## src/rtl/div_pkg.sv

```systemverilog
// rtl/div_pkg.sv - shared types, defaults and helpers for the signed sequential divider
package div_pkg;

  typedef enum logic [1:0] {
    IDLE,
    CALC,
    DONE
  } state_e;

  localparam int DIV_WIDTH_DEFAULT = 4;

  // Callers sign-extend into 32 bits and truncate the result back to their width.
  function automatic logic [31:0] abs_w(input logic signed [31:0] x);
    return x[31] ? -x : x;
  endfunction

endpackage

```

## src/rtl/signed_seq_divider_if.sv

```systemverilog
// rtl/signed_seq_divider_if.sv - operand/result handshake bundle for the signed divider
interface signed_seq_divider_if
  import div_pkg::*;
#(
  parameter int WIDTH = DIV_WIDTH_DEFAULT
);
  logic             in_valid;
  logic             in_ready;
  logic [WIDTH-1:0] a;
  logic [WIDTH-1:0] b;
  logic             out_valid;
  logic             out_ready;
  logic [WIDTH-1:0] q;
  logic [WIDTH-1:0] r;
  logic             div_by_zero;
  logic             ovf;

  modport slave (
    input  in_valid, a, b, out_ready,
    output in_ready, out_valid, q, r, div_by_zero, ovf
  );

  modport master (
    output in_valid, a, b, out_ready,
    input  in_ready, out_valid, q, r, div_by_zero, ovf
  );
endinterface

```

## src/rtl/div_step.sv

```systemverilog
// rtl/div_step.sv - one combinational restoring-division step on magnitudes
module div_step #(
  parameter int WIDTH = 4
) (
  input  logic [WIDTH:0]   rem_i,
  input  logic             bit_i,
  input  logic [WIDTH-1:0] dvs_i,
  output logic [WIDTH:0]   rem_o,
  output logic             qbit_o
);
  logic [WIDTH+1:0] shifted;
  logic [WIDTH+1:0] diff;
  logic             borrow;

  assign shifted          = {rem_i, bit_i};
  assign {borrow, diff}   = {1'b0, shifted} - {3'b000, dvs_i};
  assign qbit_o           = ~borrow;
  // Remainder stays below |b|, so the top bit of either candidate is always zero.
  assign rem_o            = (WIDTH+1)'(qbit_o ? diff : shifted);
endmodule

```

## src/rtl/signed_seq_divider.sv

```systemverilog
// rtl/signed_seq_divider.sv - iterative radix-2 restoring signed divider with handshakes
module signed_seq_divider
  import div_pkg::*;
#(
  parameter int WIDTH = DIV_WIDTH_DEFAULT
) (
  input  logic clk,
  input  logic rst_n,
  signed_seq_divider_if.slave bus
);
  localparam int CW = $clog2(WIDTH + 1);

  state_e           state_q, state_d;
  logic [CW-1:0]    cnt_q, cnt_d;
  logic [WIDTH:0]   rem_q, rem_d;
  logic [WIDTH-1:0] dvd_q, dvd_d;
  logic [WIDTH-1:0] dvs_q, dvs_d;
  logic [WIDTH-1:0] a_q, a_d;
  logic             qneg_q, qneg_d;
  logic             rneg_q, rneg_d;
  logic             zero_q, zero_d;
  logic             pov_q, pov_d;
  logic [WIDTH-1:0] q_q, q_d;
  logic [WIDTH-1:0] r_q, r_d;
  logic             dz_q, dz_d;
  logic             ovf_q, ovf_d;

  logic [WIDTH:0]   step_rem;
  logic             step_qbit;
  logic [WIDTH-1:0] quo_mag;
  logic [WIDTH-1:0] rem_mag;

  div_step #(.WIDTH(WIDTH)) u_step (
    .rem_i  (rem_q),
    .bit_i  (dvd_q[WIDTH-1]),
    .dvs_i  (dvs_q),
    .rem_o  (step_rem),
    .qbit_o (step_qbit)
  );

  // Dividend bits shift out of the top while quotient bits shift in at the bottom.
  assign quo_mag = {dvd_q[WIDTH-2:0], step_qbit};
  assign rem_mag = step_rem[WIDTH-1:0];

  always_comb begin
    state_d = state_q;
    cnt_d   = cnt_q;
    rem_d   = rem_q;
    dvd_d   = dvd_q;
    dvs_d   = dvs_q;
    a_d     = a_q;
    qneg_d  = qneg_q;
    rneg_d  = rneg_q;
    zero_d  = zero_q;
    pov_d   = pov_q;
    q_d     = q_q;
    r_d     = r_q;
    dz_d    = dz_q;
    ovf_d   = ovf_q;
    case (state_q)
      IDLE: begin
        if (bus.in_valid) begin
          a_d     = bus.a;
          dvd_d   = WIDTH'(abs_w(32'(signed'(bus.a))));
          dvs_d   = WIDTH'(abs_w(32'(signed'(bus.b))));
          qneg_d  = bus.a[WIDTH-1] ^ bus.b[WIDTH-1];
          rneg_d  = bus.a[WIDTH-1];
          zero_d  = (bus.b == '0);
          pov_d   = (bus.a == {1'b1, {(WIDTH-1){1'b0}}}) && (bus.b == '1);
          cnt_d   = CW'(WIDTH);
          rem_d   = '0;
          state_d = CALC;
        end
      end
      CALC: begin
        rem_d = step_rem;
        dvd_d = quo_mag;
        cnt_d = cnt_q - CW'(1);
        if (cnt_q == CW'(1)) begin
          state_d = DONE;
          if (zero_q) begin
            q_d   = '1;
            r_d   = a_q;
            dz_d  = 1'b1;
            ovf_d = 1'b0;
          end else begin
            q_d   = qneg_q ? -quo_mag : quo_mag;
            r_d   = rneg_q ? -rem_mag : rem_mag;
            dz_d  = 1'b0;
            ovf_d = pov_q;
          end
        end
      end
      DONE: begin
        if (bus.out_ready) begin
          state_d = IDLE;
        end
      end
      default: state_d = IDLE;
    endcase
  end

  always_ff @(posedge clk or negedge rst_n) begin
    if (!rst_n) begin
      state_q <= IDLE;
      cnt_q   <= '0;
      rem_q   <= '0;
      dvd_q   <= '0;
      dvs_q   <= '0;
      a_q     <= '0;
      qneg_q  <= 1'b0;
      rneg_q  <= 1'b0;
      zero_q  <= 1'b0;
      pov_q   <= 1'b0;
      q_q     <= '0;
      r_q     <= '0;
      dz_q    <= 1'b0;
      ovf_q   <= 1'b0;
    end else begin
      state_q <= state_d;
      cnt_q   <= cnt_d;
      rem_q   <= rem_d;
      dvd_q   <= dvd_d;
      dvs_q   <= dvs_d;
      a_q     <= a_d;
      qneg_q  <= qneg_d;
      rneg_q  <= rneg_d;
      zero_q  <= zero_d;
      pov_q   <= pov_d;
      q_q     <= q_d;
      r_q     <= r_d;
      dz_q    <= dz_d;
      ovf_q   <= ovf_d;
    end
  end

  assign bus.in_ready    = (state_q == IDLE);
  assign bus.out_valid   = (state_q == DONE);
  assign bus.q           = q_q;
  assign bus.r           = r_q;
  assign bus.div_by_zero = dz_q;
  assign bus.ovf         = ovf_q;
endmodule

```

## src/flat_wrapper.sv

```systemverilog
// flat-port wrapper written by rule: the top's interface ports become plain ports
module signed_seq_divider_flat import div_pkg::*;
#(
  parameter int WIDTH = DIV_WIDTH_DEFAULT
)
  (clk, rst_n, bus_in_valid, bus_a, bus_b, bus_out_ready, bus_in_ready, bus_out_valid, bus_q, bus_r, bus_div_by_zero, bus_ovf);
  signed_seq_divider_if #(.WIDTH(WIDTH)) bus_i ();
  input  logic clk;
  input  logic rst_n;
  input wire logic [$bits(bus_i.in_valid)-1:0] bus_in_valid;
  input wire logic [$bits(bus_i.a)-1:0] bus_a;
  input wire logic [$bits(bus_i.b)-1:0] bus_b;
  input wire logic [$bits(bus_i.out_ready)-1:0] bus_out_ready;
  output wire logic [$bits(bus_i.in_ready)-1:0] bus_in_ready;
  output wire logic [$bits(bus_i.out_valid)-1:0] bus_out_valid;
  output wire logic [$bits(bus_i.q)-1:0] bus_q;
  output wire logic [$bits(bus_i.r)-1:0] bus_r;
  output wire logic [$bits(bus_i.div_by_zero)-1:0] bus_div_by_zero;
  output wire logic [$bits(bus_i.ovf)-1:0] bus_ovf;
  assign bus_i.in_valid = bus_in_valid;
  assign bus_i.a = bus_a;
  assign bus_i.b = bus_b;
  assign bus_i.out_ready = bus_out_ready;
  assign bus_in_ready = bus_i.in_ready;
  assign bus_out_valid = bus_i.out_valid;
  assign bus_q = bus_i.q;
  assign bus_r = bus_i.r;
  assign bus_div_by_zero = bus_i.div_by_zero;
  assign bus_ovf = bus_i.ovf;
  signed_seq_divider #(.WIDTH(WIDTH)) u_core (.clk(clk), .rst_n(rst_n), .bus(bus_i));
endmodule
```

## config.mk

```make
export PLATFORM = sky130hd
export DESIGN_NAME = signed_seq_divider_flat
export DESIGN_NICKNAME = d
export VERILOG_FILES = /design/src/rtl/div_pkg.sv /design/src/rtl/signed_seq_divider_if.sv /design/src/rtl/div_step.sv /design/src/rtl/signed_seq_divider.sv /design/src/flat_wrapper.sv
export SDC_FILE = /design/constraint.sdc
export NUM_CORES = 1
export LEC_CHECK = 0
export ABC_AREA = 1
export CORE_MARGIN = 10
export CORE_UTILIZATION = 55
export DETAILED_ROUTE_END_ITERATION = 8
export GPL_ROUTABILITY_DRIVEN = 0
export GPL_TIMING_DRIVEN = 0
export PLACE_DENSITY = 0.79
export REMOVE_ABC_BUFFERS = 1
export SYNTH_ARGS = -nofsm -noshare
export SYNTH_HDL_FRONTEND = slang
export SYNTH_SLANG_ARGS = --single-unit
```

## constraint.sdc

```tcl
create_clock -name clk -period 2.3 [get_ports clk]
set_input_delay 0.345 -clock clk [delete_from_list [all_inputs] [get_ports clk]]
set_output_delay 0.345 -clock clk [all_outputs]
set_load 0.05 [all_outputs]
```

# Word level (Yosys, flattened, before mapping)

Cells that the tools add are included.

Bits in registers: 36
Word-level logic and storage cells: 57
Input port bits: 12
Output and inout bits: 12

Bitwise gates (word level): 2
Mux-type cells: 19
Add/sub/neg operators: 6
Equal/unequal tests: 8
Reduce and logical (&&, ||, !) cells: 8

Operators by type and width:

| kind                  | number |
|---|---|
| $mux W4               | 7 |
| $neg A4 Y4            | 4 |
| $mux W5               | 2 |
| $pmux W5 S2           | 1 |
| $eq A4 B4 Y1 const B  | 2 |
| $pmux W4 S2           | 1 |
| $sub A6 B4 Y7         | 1 |
| $mux W2               | 3 |
| $pmux W2 S3           | 1 |
| $pmux W3 S2           | 1 |
| $reduce_and A2 Y1     | 3 |
| $logic_not A4 Y1      | 1 |
| $ne A2 B2 Y1 const B  | 2 |
| $eq A3 B1 Y1 const B  | 1 |
| $mux W3               | 1 |
| $reduce_and A3 Y1     | 1 |
| $sub A3 B1 Y3 const B | 1 |
| $eq A2 B1 Y1 const B  | 1 |
| $eq A2 B2 Y1 const B  | 1 |
| $logic_not A2 Y1      | 1 |
| $mux W1               | 2 |
| $ne A2 B1 Y1 const B  | 1 |
| $reduce_bool A2 Y1    | 1 |
| $logic_and A1 B1 Y1   | 1 |
| other kinds (2)       | 2 |

# Depth between registers and ports, before layout

Gate-level depths: netlist of run 1.

Word-level depth: 5
Depth in mapped cells: 15
Gate-level depth less buffers: 15

# By module

A second synthesis of run 1 with hierarchy kept.

Cells, all modules: 252
Area total of the unflattened synthesis: 2,003.2 um^2

By module, submodules not included:

| module             | cells each | area an instance (um^2) | instances |
|---|---|---|---|
| signed_seq_divider | 203        | 1,704.1                 | 1 |
| div_step           | 49         | 299.0                   | 1 |

# Least setup slack after synthesis of run 1

Ideal clock, no wire load.

Path type: register to register
From: register u_core.dvd_q[3]
To: register u_core.q_q[1], in the netlist u_core.bus.q[1]
Arrival: 1,829 ps
Data required time: 2,177 ps
Cell stages (with the launch flop): 11
Setup slack: 348 ps
Clock period less this slack: 1,952 ps
Library setup time: 123 ps
Cells stage by stage: dfrtp_1 -> inv_1 -> ha_1 -> inv_1 -> fa_1 -> nand3_4 -> nand2_4 -> inv_2 -> ha_1 -> o21ai_0 -> a21oi_1

Word-level cells in the longest chain between the ends: 5

RTL lines:

| element                  | RTL line                  | text |
|---|---|---|
| start: declaration       | signed_seq_divider.sv:16  | `logic [WIDTH-1:0] dvd_q, dvd_d;` |
| start signal: assignment | signed_seq_divider.sv:123 | `dvd_q <= dvd_d;` |
| $sub A6 B4 Y7            | div_step.sv:16            | `assign {borrow, diff} = {1'b0, shifted} - {3'b000, dvs_i};` |
| $not A1 Y1               | div_step.sv:17            | `assign qbit_o = ~borrow;` |
| $neg A4 Y4               | signed_seq_divider.sv:87  | `q_d = qneg_q ? -quo_mag : quo_mag;` |
| $mux W4                  | signed_seq_divider.sv:87  |  |
| $mux W4                  | signed_seq_divider.sv:81  | `if (zero_q) begin` |
| end signal: assignment   | signed_seq_divider.sv:130 | `q_q <= q_d;` |
| end: declaration         | signed_seq_divider.sv:23  | `logic [WIDTH-1:0] q_q, q_d;` |

No other way between the ends.
A chain may end at the register's enable or synchronous reset.

# Final worst setup path of run 1

From: register u_core.state_q[1]
To: output bus_in_ready

Word-level cells in the longest chain between the ends: 1

RTL lines:

| element                  | RTL line                  | text |
|---|---|---|
| start: declaration       | signed_seq_divider.sv:13  | `state_e state_q, state_d;` |
| start signal: assignment | signed_seq_divider.sv:120 | `state_q <= state_d;` |
| $logic_not A2 Y1         | signed_seq_divider.sv:137 | `assign bus.in_ready = (state_q == IDLE);` |
| end: declaration         | flat_wrapper.sv:14        | `output wire logic [$bits(bus_i.in_ready)-1:0] bus_in_ready;` |

No other way between the ends.

==> results of run 1 <==
area by class of cell:
class,instances,share of cell area (%)
sequential,35,38.34
clock inverter,1,0.2191
clock buffer,7,1.972
inverter,44,7.393
multi-input combinational,149,39.70
timing repair buffer,23,9.858
tap,46,2.519
worst max-delay path by stage:
stage | slack [ps] | startpoint | to
2_1_floorplan | 90 | u_core.state_q[1] | u_core.dvd_q[1]
3_3_place_gp | 110 | rst_n | u_core.cnt_q[1]
3_5_place_dp | 150 | u_core.dvd_q[3] | u_core.bus.q[1]
4_1_cts | 120 | u_core.dvd_q[3] | u_core.bus.q[1]
5_1_grt | 60 | u_core.state_q[1] | bus_in_ready
6_report | 160 | u_core.state_q[1] | bus_in_ready
layout by cell type (no fill, tap or decap), drive strengths merged:
| cell type | n |
|---|---|
| buf | 1 |
| o31ai | 1 |
| a21oi | 5 |
| o211ai | 3 |
| o221ai | 3 |
| ha | 10 |
| dfrtp | 35 |
| nand3 | 14 |
| inv | 43 |
| o22ai | 5 |
| clkdlybuf4s50 | 22 |
| o21ai | 21 |
| a22o | 1 |
| xor2 | 6 |
| clkinv | 2 |
| o41ai | 1 |
| a22oi | 1 |
| clkbuf | 7 |
| nand2 | 47 |
| nor2 | 25 |
| fa | 1 |
| nand4 | 4 |
| nor3 | 1 |
layer usage:
metal | track usage (%) | vias up | wire, um
li1 | - | 806 | -
met1 | 18.08 | 730 | 1933
met2 | 21.52 | 43 | 1814
met3 | 4.955 | 4 | 230
met4 | 4.480 | 0 | 55
met5 | 0 | - | 0
power breakdown:
group          internal, W  switching (W)
clock network     0.000119       0.000195
logic             0.000834        0.00158
registers         0.000897       0.000175
total              0.00185        0.00195
kinds of logic (layout without fill, tap and decap cells):
logic type | Yosys count | in the layout | synth area share, %
AND/OR/NAND/NOR | 91 | 91 | 23.71
buffers and inverters | 46 | 75 | 9.073
adder cells (fa/ha/maj) | 11 | 11 | 7.412
AO/OA/AOI/OAI | 41 | 41 | 12.40
XOR/XNOR | 6 | 6 | 2.684
flip-flops | 35 | 35 | 44.73
what timing repair did:
| action | in CTS | in global routing |
|---|---|---|
| setup endpoints to repair | 0 | 2 |
| hold buffers | 0 | 0 |
| resized for setup | 0 | 2 |
| setup buffers | 0 | 0 |
state kept, by name, indices dropped and copies added, names as in the netlist, 2 cells and up:
signal / flops
u_core.cnt_q: 3
u_core.dvd_q: 4
u_core.bus.q: 4
u_core.dvs_q: 4
u_core.a_q: 3
u_core.bus.r: 4
u_core.rem_q: 5
u_core.state_q: 2
stage by stage:
| step | instances | area (um^2) | util (%) | hold slack (ps) | total power (W) |
|---|---|---|---|---|---|
| 4_1_cts | 305 | 2282 | 67.33 | 96.32 | 0.003811 |
| 3_5_place_dp | 297 | 2232 | 65.85 | 468.4 | 0.003496 |
| 2_1_floorplan | 228 | 1949 | - | 49.41 | 0.002903 |
| 5_1_grt | 305 | 2285 | 67.40 | 98.99 | 0.004171 |
| 3_3_place_gp | 297 | 2237 | 66.00 | 461.1 | 0.003421 |
| 6_report | 305 | 2285 | 67.40 | 70.37 | 0.003801 |
critical path, cell delays in order (launching register included):
cell	delay, ps
dfrtp_1	440
nor2_1	180
clkdlybuf4s50_1	830
==> qor.yml, run 1 <==
flow_run:
  cap_violations: 0
cells_and_area:
  layout-drive-gt1-share_pct: 12.74
  multiInputGateArea_um2: 907.1
  nets: 281
  seqCellArea_um2: 875.8
  area_growth_syn_to_layout_pct: 16.68
  insertedDiodeCount: 0
  fillers: 291
clock_tree:
  clk_path_buf_depth: 2
  cts_sinks: 35
  cts-root-buf: "clkbuf_4"
  clkSlewWorstSetupHoldPaths_ps: 100
  clock_latency_ps: 340
  h-tree-depth: 2
  cts_made_buffers: 5
  cts_tree: "built"
yosys:
  netlist_area_um2: 1958
  yosysSeqAreaShare_pct: 44.73
  synth-seq-cells: 35
  synth.distinct_cells: 31
  syn_inst: 230
  synth.most_common_cell: "inv_1"
  synthTopCellsByCount: "37 x inv_1, 36 x nand2_1, 35 x dfrtp_1, 19 x nor2_1, 18 x o21ai_0"
  synth_edf_count: 0
  avgSynthCellArea_um2: 8.514
  synth_area_leaders: "dfrtp_1 45%, inv_1 7.1%, nand2_1 6.9%, ha_1 6.4%, o21ai_0 4.6%"
  async_flop_share_pct: 100.0
  synth_largest_area_cell: "dfrtp_1"
  netlist.area_leader.share_pct: 44.73
  synth_top_flop_cell: "dfrtp_1"
  ys.warnings.count: 0
timing:
  fin_tns_setup_ps: 0
  max-slew-margin-rel_pct: 49.06
  period_share_pct: 93.02
  finalMaxSlewViolations: 0
  setup_violations: 0
  max_freq_mhz: 467.4
  period_needed_ps: 2139
  rsz0062_at_grt: "no"
  tightest_slew_ps: 764.2
  hold_viol_final: 0
  finClkSkew_ps: 12.97
  layout_setup_ws_ps: 160.6
worst_setup_path:
  ff2ff_setup_slack_ps: 250
  cp.required_ps: 1960
  worstSetupStartpointType: "flop"
  critical_path_arrival_ps: 1790
  end_kind: "primary output"
  crit_type: "flop to primary output"
  rr_worst_depth: 11
  reg2reg_to: "u_core.bus.q[2]"
  rr_startpoint: "u_core.dvd_q[3]"
  path_max_fanout: 3
die:
  initial_core_util_pct: 57.77
  coreArea_um2: 3390
  dieArea_um2: 6347
  ioPinCount: 24
  dieWidth_um: 79.67
  num_rows: 21
  dieHeight_um: 79.67
power:
  p_per_area_nw_per_um2: 1664
  ir_drop_v: 0.0007167
  power.leakage_nw: 1.135
route:
  drc: 0
  drt_iter0_drc: 60
  wl_mm: 4.032
  antenna_left: 0
  wl_per_cell_um: 13.22
  via_per_inst: 5.190
  vias: 1583
  dr.pass1.iters: 4
global_routing:
  grt_pass1_vias: 1541
  grt_usage_pct: 14.08
  grt_max_degree: 36
  grt_pass1_wl_mm: 7.120
  antenna_found_initial: 0
  gr-total-overflow: 0
run_status:
  status: "completed"
placed_design:
  post-dp-hpwl_mm: 3.147
  port_buffers: 23
  post-place-ws_ps: 152.6
worst_hold_path:
  hold_path_class: "input pin to async pin"
Power figures use the tool's default switching activity.
==> run 2, diff against run 1 <==
- PLACE_DENSITY: 0.79 -> 0.89
==> run 2 against run 1 <==
Against the previous run: count of clock-buffer cells in the layout shrank 1; cell area increased by 2.2%; final cell count stayed put; total power up 7.5%; clock skew increased by 0.80 ps; critical endpoint unchanged; highest routed layer unchanged.
==> qor.yml, run 2 (synthesis gave the netlist of run 1 again) <==
worst_setup_path:
  cp_slowest_stage_delay_ps: 840  # was 830 ps
  rr_startpoint: "u_core.dvd_q[3]"  # unchanged
  path_max_fanout: 3  # unchanged
  path_cells: "nor2_1 -> clkdlybuf4s50_1"  # unchanged
  reg2reg_to: "u_core.bus.q[1]"  # was u_core.bus.q[2]
  cp.required_ps: 1960  # about the same
  endpoint: "bus_in_ready"  # unchanged
  ff2ff_setup_slack_ps: 200  # was 250 ps
  crit_type: "flop to primary output"  # unchanged
  end_kind: "primary output"  # unchanged
  cp_slowest_cell: "clkdlybuf4s50_1"  # unchanged
  critical_path_arrival_ps: 1820  # was 1790 ps
  rr_worst_depth: 10  # was 11
  worstSetupStartpoint: "u_core.state_q[1]"  # unchanged
  worstSetupStartpointType: "flop"  # unchanged
power:
  p_clk_share_pct: 13.7  # was 8.3%
  p_seq_share_pct: 26.4  # was 28.2%
  power_w: 0.004086  # was 0.003801 W
  power.leakage_nw: 1.158  # was 1.135 nW
  p_per_area_nw_per_um2: 1749  # was 1664 nW/um^2
  pwr-share-comb_pct: 60.0  # was 63.5%
  ir_drop_v: 0.0009391  # was 0.0007167 V
  switching_share_pct: 49.30  # was 51.32%
  p_sw_w: 0.002014  # was 0.001950 W
  intPower_w: 0.002071  # was 0.001850 W
global_routing:
  grt_pass1_vias: 1712  # was 1541
  antenna_found_initial: 0  # unchanged
  grt_max_degree: 36  # unchanged
  grt_pass1_wl_mm: 7.679  # was 7.120 mm
  gr-total-overflow: 0  # unchanged
  grt_usage_pct: 15.17  # was 14.08%
cells_and_area:
  nets: 281  # unchanged
  utilization_pct: 68.92  # was 67.40%
  area_growth_syn_to_layout_pct: 19.30  # was 16.68%
  insertedDiodeCount: 0  # unchanged
  layout-drive-gt1-share_pct: 13.13  # was 12.74%
  finalNonFillerCells: 305  # unchanged
  final_common_cell: "inv_1"  # unchanged
  largest_reg_flops: 5  # unchanged
  layout_common_cells: "37 x inv_1, 36 x nand2_1, 35 x dfrtp_1"  # unchanged
  design_area_um2: 2336  # was 2285 um^2
  top_register: "u_core.rem_q"  # unchanged
placed_design:
  post-dp-hpwl_mm: 3.321  # was 3.147 mm
  port_buffers: 23  # unchanged
  place_inst: 297  # unchanged
  placed_area_um2: 2232  # unchanged
timing:
  tightest_slew_ps: 755.8  # was 764.2 ps
  finClkSkew_ps: 13.77  # was 12.97 ps
  period_share_pct: 94.10  # was 93.02%
  max_freq_mhz: 462.0  # was 467.4 MHz
  hold_viol_final: 0  # unchanged
  max-slew-margin-rel_pct: 49.61  # was 49.06%
  setup_violations: 0  # unchanged
  rsz0062_at_grt: "no"  # unchanged
  fin_tns_setup_ps: 0  # unchanged
  finalMaxSlewViolations: 0  # unchanged
  period_needed_ps: 2164  # was 2139 ps
clock_tree:
  clkSlewWorstSetupHoldPaths_ps: 120  # was 100 ps
  cts_sinks: 35  # unchanged
  clock_latency_ps: 360  # was 340 ps
  cts-root-buf: "clkbuf_4"  # unchanged
  cts_made_buffers: 5  # unchanged
  clk_path_buf_depth: 2  # unchanged
  cts_tree: "built"  # unchanged
  h-tree-depth: 2  # unchanged
  hold_buffers: 0  # unchanged
route:
  drc: 0  # unchanged
  wl_per_cell_um: 14.47  # was 13.22 um
  antenna_left: 0  # unchanged
  drt_iter0_drc: 88  # was 60
  top_layer: "met4"  # unchanged
  dr.pass1.iters: 4  # unchanged
  wl_met1_mm: 1.780  # was 1.933 mm
  vias: 1625  # was 1583
  via_per_inst: 5.328  # was 5.190
  wl_mm: 4.414  # was 4.032 mm
  routed-wl-met3_um: 240  # was 230 um
  routed-wl-met2_mm: 2.330  # was 1.814 mm
die:
  num_rows: 21  # unchanged
  ioPinCount: 24  # unchanged
  initial_core_util_pct: 57.77  # unchanged
  dieHeight_um: 79.67  # unchanged
  dieArea_um2: 6347  # unchanged
  dieWidth_um: 79.67  # unchanged
  coreArea_um2: 3390  # unchanged
flow_run:
  cap_violations: 0  # unchanged
run_status:
  status: "completed"  # unchanged
worst_hold_path:
  hold_path_class: "input pin to async pin"  # unchanged
[run 2: cell count changes in the layout (fill, tap and decap cells not counted)]
cell       delta
o21ai_0       +1
bufinv_16     +2
clkbuf_1      -1
clkinv_2      -1
o21ai_1       -1
[run 2: layer usage]
layer | global-route usage, % | vias to the layer above
li1 | - | 800
met1 | 16.24 | 775
met2 | 26.46 | 40
met3 | 5.293 | 10
met4 | 6.272 | 0
met5 | 0 | -
[run 2: cell type report]
type,instances,area [um^2]
fillers,260,1054
inverters,44,168.9
multi-input cells,149,907.1
flip-flops and latches,35,875.8
repair buffers,23,225.2
clock inverters,2,60.06
well taps,46,57.56
clock buffers,6,41.29
[run 2: what timing repair did]
action                                  CTS  global route
gates resized for setup                   0             1
setup buffers                             0             0
endpoints found under the setup margin    0             2
[run 2: power groups by stage]
stage | Combinational [W] | Clock, W | Sequential, W
floorplan | 0.00160 | 0 | 0.00130
global placement | 0.00232 | 0 | 0.00107
detailed placement | 0.00242 | 0 | 0.00109
CTS | 0.00246 | 0.000559 | 0.00108
global route | 0.00276 | 0.000584 | 0.00111
finish | 0.00245 | 0.000559 | 0.00108
[run 2: worst min path at each step]
stage	cells after the start	slack, ps	endpoint	from
final	1	30	u_core.bus.r[2]	rst_n
after detailed placement	1	450	u_core.bus.r[1]	rst_n
after CTS	1	70	u_core.bus.r[1]	rst_n
after global placement	2	460	u_core.bus.r[3]	u_core.bus.r[3]
after global routing	1	80	u_core.a_q[0]	rst_n
after floorplan	0	50	u_core.a_q[0]	rst_n
[run 2: through the flow]
step	hold slack, ps	setup WS (ps)
6_report	34.82	135.6
5_1_grt	82.65	61.56
4_1_cts	66.63	85.18
3_5_place_dp	453.4	115.7
3_3_place_gp	463.3	184.9
2_1_floorplan	49.41	89.23
[run 2: critical path: cells and delay by family (launching register included)]
kind,cells,cell delay (ps)
buf+inv,1,840
flops,1,430
simple gates,1,190
==> RTL edit, RTL diff (config.mk and constraints of run 2) <==
Encoding of `state_e`: now one-hot (3 bits for 3 states).
--- a/src/rtl/div_pkg.sv
+++ b/src/rtl/div_pkg.sv
@@ -3,6 +3,6 @@
 
-  typedef enum logic [1:0] {
-    IDLE,
-    CALC,
-    DONE
+  typedef enum logic [2:0] {
+    IDLE = 3'b001,
+    CALC = 3'b010,
+    DONE = 3'b100
   } state_e;
Check against the original RTL: no difference found for any inputs over 10 cycles, from zero or initial values and one cycle with rst_n low; not proved beyond that.
==> RTL edit against run 2 <==
- setup slack improved by 45 ps
- clock power is 2% lower
- total power shrank 6.2%
- wire length down 0.52%
- critical path depth stayed put
- area after synthesis is 8.7% higher
- first-iteration DRC count increased by 10%
- clock skew is 11 ps lower
- worst hold slack better by 86 ps
- via count increased by 5.2%
- final area up 7.2%
- sequential cell count rose by 1
- highest routed layer unchanged
==> RTL edit: results (changes against run 2) <==
| Metric | Value |
|---|---|
| Inst Count DP | 316 (+6.4%) |
| Maximum vdd drop | 0.7537 mV (-20%) |
| Commonest cells in the netlist | 46 x nand2_1, 41 x inv_1, 35 x dfrtp_1 |
| Post-synthesis sequential area ratio | 42.39% (-2.3 points) |
| Status | complete, no violations |
| Worst flop-to-flop path endpoint | u_core.bus.r[2]$_DFFE_PN0P_ |
| GR Layer Usage met1 | 16.80% (+0.56 points) |
| WHS | 121.1 ps (+86.32 ps) |
| Post-Synthesis Cells | 249 (+8.3%) |
| Pleak | 1.247 nW (+7.7%) |
| Wl on met1 | 1864 microns (+4.7%) |
| Reg power frac | 26.8% (+0.4 points) |
| WL/cell | 13.55 microns (-6.4%) |
| Later-pin clock latency in the skew report | 290 ps (-70 ps) |
| Global-route wire length before repair | 7831 microns (+2.0%) |
| Final net count | 298 (+6.0%) |
| Clk slew on worst S/H paths | 70 ps (-50 ps) |
| Switching share of power | 48.29% (-1.0 points) |
| Share of layout cells above drive strength 1 | 14.13% (+1.0 points) |
| Post-CTS Setup Bufs | 0 (unchanged) |
| Worst clock skew | 3.021 ps (-10.75 ps) |
| Vias/cell | 5.275 (-1.0%) |
| Met3 Track Usage GR | 3.672% (-1.6 points) |
| Dpl ws | -90.04 ps (-205.7 ps) |
| Iteration-0 DRC Markers | 97 (+10%) |
| Asr flop ratio synth | 100.0% (unchanged) |
| Vias | 1,709 (+5.2%) |
| HP Class | in -> async |
| Clk root buf | clkbuf_8 |
| Cells on worst reg2reg path | 12 (+2) |
| Arrival time worst endpoint | 1770 ps (-50 ps) |
| Placed Instance Area | 2387 sq um (+7.0%) |
| Clock Path Buffers | 2 (unchanged) |
| Rel. slew slack | 49.23% (-0.38 points) |
| Top cells by area, synth | dfrtp_1 41%, nand2_1 8.1%, inv_1 7.2%, ha_1 5.9%, nand3_1 4.0% |
| Met2 routed WL | 2245 microns (-3.6%) |
| Comb pwr | 0.00226 W (-8%) |
| Largest net degree at the start of global routing | 37 (+2.8%) |
| Met3 WL | 227 microns (-5.4%) |
| Post-DP HPWL | 3290 microns (-0.94%) |
| M2 GR Usage | 26.28% (-0.17 points) |
| Distinct cells, synth | 36 (+16%) |
| Slowest cell delay on critical path | 840 ps (about the same) |
| Psw | 0.001851 W (-8.1%) |
| Gr usage total | 14.71% (-0.46 points) |
[RTL edit: cell types whose count changed after synthesis, moves of 3 or more]
cell,run 2,this run
nor2_1,19,16
nand2_2,8,3
nand2_4,3,7
nand3_1,13,17
buf_4,0,3
inv_1,37,41
xor2_1,6,3
o21ai_0,18,15
nand2_1,36,46
[RTL edit: worst max-delay path by stage]
stage                                   from                          end  slack, ps  depth (start not counted)
5_1_grt        u_core.state_q[0]$_DFFE_PN1P_  u_core.dvd_q[2]$_DFFE_PN0P_         -3                          7
3_3_place_gp                    bus_in_valid  u_core.dvd_q[1]$_DFFE_PN0P_        -20                          6
6_report       u_core.state_q[1]$_DFFE_PN0P_                bus_out_valid        180                          2
4_1_cts        u_core.state_q[0]$_DFFE_PN1P_                 bus_in_ready         50                          3
3_5_place_dp                    bus_in_valid  u_core.dvd_q[2]$_DFFE_PN0P_        -90                          6
2_1_floorplan  u_core.state_q[0]$_DFFE_PN1P_  u_core.dvd_q[0]$_DFFE_PN0P_        -90                          7
[RTL edit: timing repair]
item,CTS,global route
gates resized for setup,1,2
hold buffers,0,0
endpoints found under the setup margin,1,4
[RTL edit: kinds of logic after synthesis]
family / count (synthesis) / share of synthesized area (%)
buffers and inverters: 53 / 10.64
DFF: 36 / 42.39
xor gates and xnor gates: 3 / 1.235
and+or+nand+nor: 106 / 27.81
AOI/OAI and AO/OA: 40 / 11.11
adders and majority gates: 11 / 6.820
[RTL edit: area by class of cell]
| type | count | area (sq um) |
|---|---|---|
| fill | 315 | 1184 |
| multi-input combinational | 160 | 1007 |
| sequential | 36 | 902.1 |
| timing repair buffer | 23 | 227.7 |
| inverter | 49 | 200.2 |
| clock buffer | 6 | 72.57 |
| tap | 48 | 60.06 |
| clock inverter | 2 | 35.03 |
